## config.mk

```make
export PLATFORM = sky130hd
export DESIGN_NAME = ahb_lite_simple_master
export DESIGN_NICKNAME = d
export VERILOG_FILES = /design/src/rtl/ahb_lite_simple_master_pkg.sv /design/src/rtl/ahb_lite_simple_master.sv
export SDC_FILE = /design/constraint.sdc
export NUM_CORES = 1
export LEC_CHECK = 0
export ABC_CLOCK_PERIOD_IN_PS = 1600
export CAP_MARGIN = 20
export CORE_UTILIZATION = 42
export DETAILED_ROUTE_END_ITERATION = 8
export MAX_ROUTING_LAYER = met4
export PLACE_DENSITY_LB_ADDON = 0.15
export SKIP_LAST_GASP = 1
export SYNTH_ARGS = -nofsm -noshare
export SYNTH_HDL_FRONTEND = slang
export SYNTH_SLANG_ARGS = --single-unit
export TNS_END_PERCENT = 10
```

## constraint.sdc

```tcl
create_clock -name clk -period 1.6 [get_ports clk]
set_input_delay 0.32 -clock clk [delete_from_list [all_inputs] [get_ports clk]]
set_output_delay 0.32 -clock clk [all_outputs]
set_load 0.01 [all_outputs]
```

## src/rtl/ahb_lite_simple_master_pkg.sv

```systemverilog
// Shared AHB-Lite encodings for the simple master and the matching slave.
// Also holds the alignment helper used by the simulation-only command checks.
package ahb_lite_simple_master_pkg;

  localparam logic [1:0] HTRANS_IDLE     = 2'b00;
  localparam logic [1:0] HTRANS_NONSEQ   = 2'b10;

  localparam logic [2:0] HSIZE_BYTE      = 3'b000;
  localparam logic [2:0] HSIZE_HALF      = 3'b001;
  localparam logic [2:0] HSIZE_WORD      = 3'b010;

  localparam logic [2:0] HBURST_SINGLE   = 3'b000;
  localparam logic [3:0] HPROT_DATA_PRIV = 4'b0011;

  function automatic logic addr_aligned(input logic [1:0] lsb, input logic [2:0] size);
    logic ok;
    ok = 1'b0;
    case (size)
      HSIZE_BYTE: ok = 1'b1;
      HSIZE_HALF: ok = !lsb[0];
      HSIZE_WORD: ok = (lsb == 2'b00);
      default:    ok = 1'b0;
    endcase
    return ok;
  endfunction

endpackage

```

## src/rtl/ahb_lite_simple_master.sv

```systemverilog
// AHB-Lite initiator: one valid/ready command becomes one SINGLE transfer, address phase of the
// next command overlapping the data phase of the current one; one in-order response pulse each.
module ahb_lite_simple_master
  import ahb_lite_simple_master_pkg::*;
#(
  parameter int          W_ADDR    = 32,
  parameter int          W_DATA    = 32,
  parameter logic [7:0]  MASTER_ID = 8'h10
) (
  input  logic              clk,
  input  logic              rst_n,
  input  logic              cmd_valid,
  output logic              cmd_ready,
  input  logic              cmd_write,
  input  logic [W_ADDR-1:0] cmd_addr,
  input  logic [2:0]        cmd_size,
  input  logic [W_DATA-1:0] cmd_wdata,
  input  logic              cmd_excl,
  output logic              rsp_valid,
  output logic [W_DATA-1:0] rsp_rdata,
  output logic              rsp_err,
  output logic              rsp_exokay,
  output logic [W_ADDR-1:0] ahbls_haddr,
  output logic              ahbls_hwrite,
  output logic [1:0]        ahbls_htrans,
  output logic [2:0]        ahbls_hsize,
  output logic [2:0]        ahbls_hburst,
  output logic [3:0]        ahbls_hprot,
  output logic              ahbls_hmastlock,
  output logic              ahbls_hexcl,
  output logic [7:0]        ahbls_hmaster,
  output logic [W_DATA-1:0] ahbls_hwdata,
  input  logic              ahbls_hready,
  input  logic              ahbls_hresp,
  input  logic              ahbls_hexokay,
  input  logic [W_DATA-1:0] ahbls_hrdata
);

  logic              a_vld_q, a_vld_d;
  logic [W_ADDR-1:0] a_addr_q, a_addr_d;
  logic              a_write_q, a_write_d;
  logic [2:0]        a_size_q, a_size_d;
  logic              a_excl_q, a_excl_d;
  logic [W_DATA-1:0] a_wdata_q, a_wdata_d;

  logic              d_vld_q, d_vld_d;
  logic              d_write_q, d_write_d;
  logic              d_excl_q, d_excl_d;
  logic [W_DATA-1:0] d_wdata_q, d_wdata_d;

  logic              rsp_valid_q, rsp_valid_d;
  logic [W_DATA-1:0] rsp_rdata_q, rsp_rdata_d;
  logic              rsp_err_q, rsp_err_d;
  logic              rsp_exokay_q, rsp_exokay_d;

  logic err_cancel, cmd_fire, a_advance, d_done;

  // Both ERROR cycles hold the pending address phase back as IDLE so the slave never samples it.
  assign err_cancel = d_vld_q && ahbls_hresp;
  assign cmd_ready  = !a_vld_q || (ahbls_hready && !err_cancel);
  assign cmd_fire   = cmd_valid && cmd_ready;
  assign a_advance  = a_vld_q && ahbls_hready && !err_cancel;
  assign d_done     = d_vld_q && ahbls_hready;

  always_comb begin
    a_vld_d   = a_vld_q;
    a_addr_d  = a_addr_q;
    a_write_d = a_write_q;
    a_size_d  = a_size_q;
    a_excl_d  = a_excl_q;
    a_wdata_d = a_wdata_q;
    d_vld_d   = d_vld_q;
    d_write_d = d_write_q;
    d_excl_d  = d_excl_q;
    d_wdata_d = d_wdata_q;

    if (a_advance) begin
      d_vld_d   = 1'b1;
      d_write_d = a_write_q;
      d_excl_d  = a_excl_q;
      d_wdata_d = a_wdata_q;
    end else if (d_done) begin
      d_vld_d   = 1'b0;
    end

    if (cmd_fire) begin
      a_vld_d   = 1'b1;
      a_addr_d  = cmd_addr;
      a_write_d = cmd_write;
      a_size_d  = cmd_size;
      a_excl_d  = cmd_excl;
      a_wdata_d = cmd_wdata;
    end else if (a_advance) begin
      a_vld_d   = 1'b0;
    end

    rsp_valid_d  = d_done;
    rsp_rdata_d  = (d_done && !d_write_q) ? ahbls_hrdata : '0;
    rsp_err_d    = d_done && ahbls_hresp;
    rsp_exokay_d = d_done && ahbls_hexokay && d_excl_q && !ahbls_hresp;
  end

  always_ff @(posedge clk or negedge rst_n) begin
    if (!rst_n) begin
      a_vld_q      <= 1'b0;
      a_addr_q     <= '0;
      a_write_q    <= 1'b0;
      a_size_q     <= 3'b000;
      a_excl_q     <= 1'b0;
      a_wdata_q    <= '0;
      d_vld_q      <= 1'b0;
      d_write_q    <= 1'b0;
      d_excl_q     <= 1'b0;
      d_wdata_q    <= '0;
      rsp_valid_q  <= 1'b0;
      rsp_rdata_q  <= '0;
      rsp_err_q    <= 1'b0;
      rsp_exokay_q <= 1'b0;
    end else begin
      a_vld_q      <= a_vld_d;
      a_addr_q     <= a_addr_d;
      a_write_q    <= a_write_d;
      a_size_q     <= a_size_d;
      a_excl_q     <= a_excl_d;
      a_wdata_q    <= a_wdata_d;
      d_vld_q      <= d_vld_d;
      d_write_q    <= d_write_d;
      d_excl_q     <= d_excl_d;
      d_wdata_q    <= d_wdata_d;
      rsp_valid_q  <= rsp_valid_d;
      rsp_rdata_q  <= rsp_rdata_d;
      rsp_err_q    <= rsp_err_d;
      rsp_exokay_q <= rsp_exokay_d;
    end
  end

  assign ahbls_htrans    = (a_vld_q && !err_cancel) ? HTRANS_NONSEQ : HTRANS_IDLE;
  assign ahbls_haddr     = a_addr_q;
  assign ahbls_hwrite    = a_write_q;
  assign ahbls_hsize     = a_size_q;
  assign ahbls_hexcl     = a_vld_q && a_excl_q && !err_cancel;
  assign ahbls_hwdata    = d_wdata_q;
  assign ahbls_hburst    = HBURST_SINGLE;
  assign ahbls_hprot     = HPROT_DATA_PRIV;
  assign ahbls_hmastlock = 1'b0;
  assign ahbls_hmaster   = MASTER_ID;

  assign rsp_valid  = rsp_valid_q;
  assign rsp_rdata  = rsp_rdata_q;
  assign rsp_err    = rsp_err_q;
  assign rsp_exokay = rsp_exokay_q;

`ifdef SIM_MODE
  always @(posedge clk) begin
    if (rst_n) begin
      if (cmd_fire && cmd_size > HSIZE_WORD) begin
        $display("ahb_lite_simple_master: cmd_size %0d unsupported", cmd_size);
        $finish;
      end
      if (cmd_fire && !addr_aligned(cmd_addr[1:0], cmd_size)) begin
        $display("ahb_lite_simple_master: misaligned cmd_addr %h", cmd_addr);
        $finish;
      end
      if (ahbls_hresp && !d_vld_q) begin
        $display("ahb_lite_simple_master: hresp asserted with no data phase");
        $finish;
      end
    end
  end
`endif

endmodule

```

==> results_dict.tcl, run 1 <==
set metrics [dict create \
    status "finished with violations" \
    failed_checks "setup timing" \
    crit_end "ahbls_hwdata[6]" \
    r2r_end "a_wdata_q[24]$_DFFE_PN0P_" \
    cp_data_required_time_ns 1.28 \
    synth_ff_type "dfrtp_1" \
    grt_pass1_wl_um 18200 \
    grt_pass1_vias 3595 \
    critPathLaunchType "flop" \
    ctsHtreeMaxLevel 4 \
    synth_seq_cells 140 \
    synth.cell_area_mm2 0.00524 \
    wl_um 11600 \
    p_leak_nw 3.70 \
    slowest_delay_ns 0.56 \
    worstPathCellList "clkdlybuf4s50_1" \
    cts_tree "yes" \
    setup_tns_ns -0.681 \
    n_fill_cell 879 \
    async_flop_share_pct 100 \
    synth_top_family_by_area "multiplexers" \
    path_delay_family "buffers and inverters" \
    yosys_warnings 0 \
    crit_path_end_kind "output pin" \
    path_depth 1 \
    hold-worst-slack_ns 0.276 \
    met2_usage_pct 30.0 \
    clock-sinks 140 \
    ys_types 21 \
    cts_buffers 17 \
    antenna_found_initial 0 \
    peakVddDrop_mv 0.820 \
    globalplace.congestion 0.742 \
    synth_compound_area_share_pct 0.645 \
    stdcell_area_mm2 0.00831 \
    seq_area_frac_synth_pct 66.9 \
    fin_nets 672 \
    min_period_ns 1.63 \
    syn_to_final_growth_pct 58.8 \
    firstDrtPassIters 4 \
    port_buffers 212 \
    drive_above_1_share_pct 28.2 \
    place_inst 705 \
    core-area_mm2 0.0121 \
    busiest_layer "met2" \
    max_freq_mhz 612 \
    grt_usage_pct 19.2 \
    drtIter0Drc 108 \
    cap_violations 0 \
    finalNonFillerCells 746 \
    utilization_pct 68.9 \
    synth_edf_count 0 \
    use_met1_pct 22.8 \
    crit_buf_inv 1 \
    cts-root-buf "clkbuf_16" \
    startpoint "ahbls_hwdata[6]$_DFFE_PN0P_" \
    start_util_pct 43.4 \
    power_density_mw_per_mm2 1380 \
    netlist.area_leader.share_pct 66.9 \
    place_area_mm2 0.00761 \
    path_class "flop to output pin" \
    r2r_cells 6 \
    power_mw 11.5 \
    worst_slack_ns -0.0349 \
    cts_buffer_depth 2 \
    synth_top_area_cell "dfrtp_1" \
    ioPinCount 230 \
    std_cell_rows 40 \
    min_path_type "input pin to asynchronous set/reset pin" \
    synth-xor-area-share_pct 0 \
    die_area_mm2 0.0129 \
    dp_hpwl_um 8150 \
    post-place-ws_ns -0.397 \
    grt_overflow 0 \
    critPathMaxFanout 2 \
    die_h_um 114 \
    syn-instance-count 324 \
    r2r-start "d_vld_q$_DFFE_PN0P_" \
    grt_max_degree 63 \
    via_count 3395 \
    clock_latency_ns 0.41 \
    synth.area.top_cells "dfrtp_1 67%, mux2_2 20%, and2_1 3.9%, buf_4 3.2%, mux2_4 2.9%" \
    clock_skew_ns 0.00935 \
    diodes 0 \
    clk_pin_slew_ns 0.06 \
    reg2reg_slack_ns -0.02 \
    finalSetupViolCount 68 \
    finalHoldViolations 0 \
    rsz0062_at_grt "yes" \
    drc 0 \
    cp.arrival_ns 1.31 \
    synth_mux_area_share_pct 22.9 \
    slew_viol_final 0 \
    syn-mean-instance-area_um2 16.2 \
    cp_slowest_cell "clkdlybuf4s50_1" \
    synth-simple-area-share_pct 5.11 \
    die_w_um 114 \
    grt_use_met3_pct 6.00 \
    synth_fa_ha_area_share_pct 0 \
    via_per_inst 4.55 \
    wire_per_inst_um 15.5 \
    ant_nets 0 \
    period_share_pct 102 \
]
[area by class of cell]
cell class	count	area (um2)	share of cell area, %
multi-input combinational	167	1560	18.8
clock buffer	25	495	5.96
timing repair buffer	237	2420	29.1
clock inverter	7	110	1.32
inverter	2	7.51	0.0903
tap	168	210	2.53
sequential	140	3500	42.2
[Yosys cell counts (2+ instances only)]
master    number
and3_1         2
inv_1          2
and2_1        33
mux2_4        10
dfrtp_1      140
mux2_2        93
nand2_1        4
clkbuf_1       3
conb_1         2
buf_2          3
buf_4         22
[flip-flops by register name, indices dropped and copies added, names as in the netlist]
name          flops
a_wdata_q        32
ahbls_haddr      32
ahbls_hwdata     32
rsp_rdata        32
ahbls_hsize       3
a_excl_q          1
a_vld_q           1
ahbls_hwrite      1
d_excl_q          1
d_vld_q           1
d_write_q         1
rsp_err           1
rsp_exokay        1
rsp_valid         1
[placed cells by master, fill, tap and decap left out, drive strengths merged]
cell type | Yosys | routed
dfrtp | 140 | 140
nand3 | 1 | 1
bufinv | 0 | 3
conb | 2 | 17
a31oi | 1 | 1
mux2 | 103 | 103
and3 | 2 | 2
inv | 2 | 2
a21o | 1 | 1
buf | 27 | 24
nor3 | 1 | 1
dlygate4sd3 | 0 | 1
nor2b | 1 | 1
clkdlybuf4s15 | 0 | 1
dlygate4sd2 | 0 | 8
o21ai | 1 | 1
dlymetal6s2s | 0 | 2
clkinv | 0 | 4
nor2 | 1 | 1
and2 | 33 | 33
nand2 | 5 | 5
clkdlybuf4s50 | 0 | 198
clkbuf | 3 | 28
[power breakdown]
part	switching, mW	total (mW)	leakage, nW	internal [mW]
Sequential	0.350	4.63	1.71	4.28
Clock	1.37	3.98	0.301	2.61
Combinational	1.01	2.85	1.69	1.84
Total	2.73	11.5	3.70	8.73
[how the worst min path moves through the flow]
stage | end | slack (ns) | depth (start not counted)
3_3_place_gp | ahbls_haddr[11]$_DFFE_PN0P_ | 0.13 | 1
5_1_grt | ahbls_haddr[11]$_DFFE_PN0P_ | 0.27 | 2
4_1_cts | ahbls_haddr[17]$_DFFE_PN0P_ | 0.26 | 2
6_report | ahbls_haddr[17]$_DFFE_PN0P_ | 0.28 | 2
3_5_place_dp | ahbls_haddr[17]$_DFFE_PN0P_ | 0.13 | 1
2_1_floorplan | a_excl_q$_DFFE_PN0P_ | 0.02 | 0
[kinds of logic (layout without fill, tap and decap cells)]
kind of cell / Yosys count / after routing
AND/OR/NAND/NOR: 44 / 44
AO/OA/AOI/OAI: 3 / 3
multiplexers: 103 / 103
flip-flops: 140 / 140
buffers and inverters: 32 / 271
other: 2 / 17
[per-layer routing]
metal / routed length [um] / share of wire (%)
met3: 850 / 7.3
met2: 5780 / 50
met1: 4710 / 41
met5: 0 / 0
met4: 233 / 2.0
[repair_timing]
action	in CTS	in global routing
endpoints found under the setup margin	102	161
endpoints found under the hold margin	140	0
resized for setup	16	4
hold buffers	1	0
cloned	0	2
setup buffers	2	4
pin swaps	1	1
No activity file was read; power rests on OpenSTA's default activity.
==> run 2, diff against run 1 <==
--- a/config.mk
+++ b/config.mk
@@ -12,6 +12,7 @@
 export MAX_ROUTING_LAYER = met4
 export PLACE_DENSITY_LB_ADDON = 0.15
 export SKIP_LAST_GASP = 1
+export SLEW_MARGIN = 5
 export SYNTH_ARGS = -nofsm -noshare
 export SYNTH_HDL_FRONTEND = slang
 export SYNTH_SLANG_ARGS = --single-unit
==> results of run 2 <==
Final layout, timing and power as in run 1 (identical DEF).
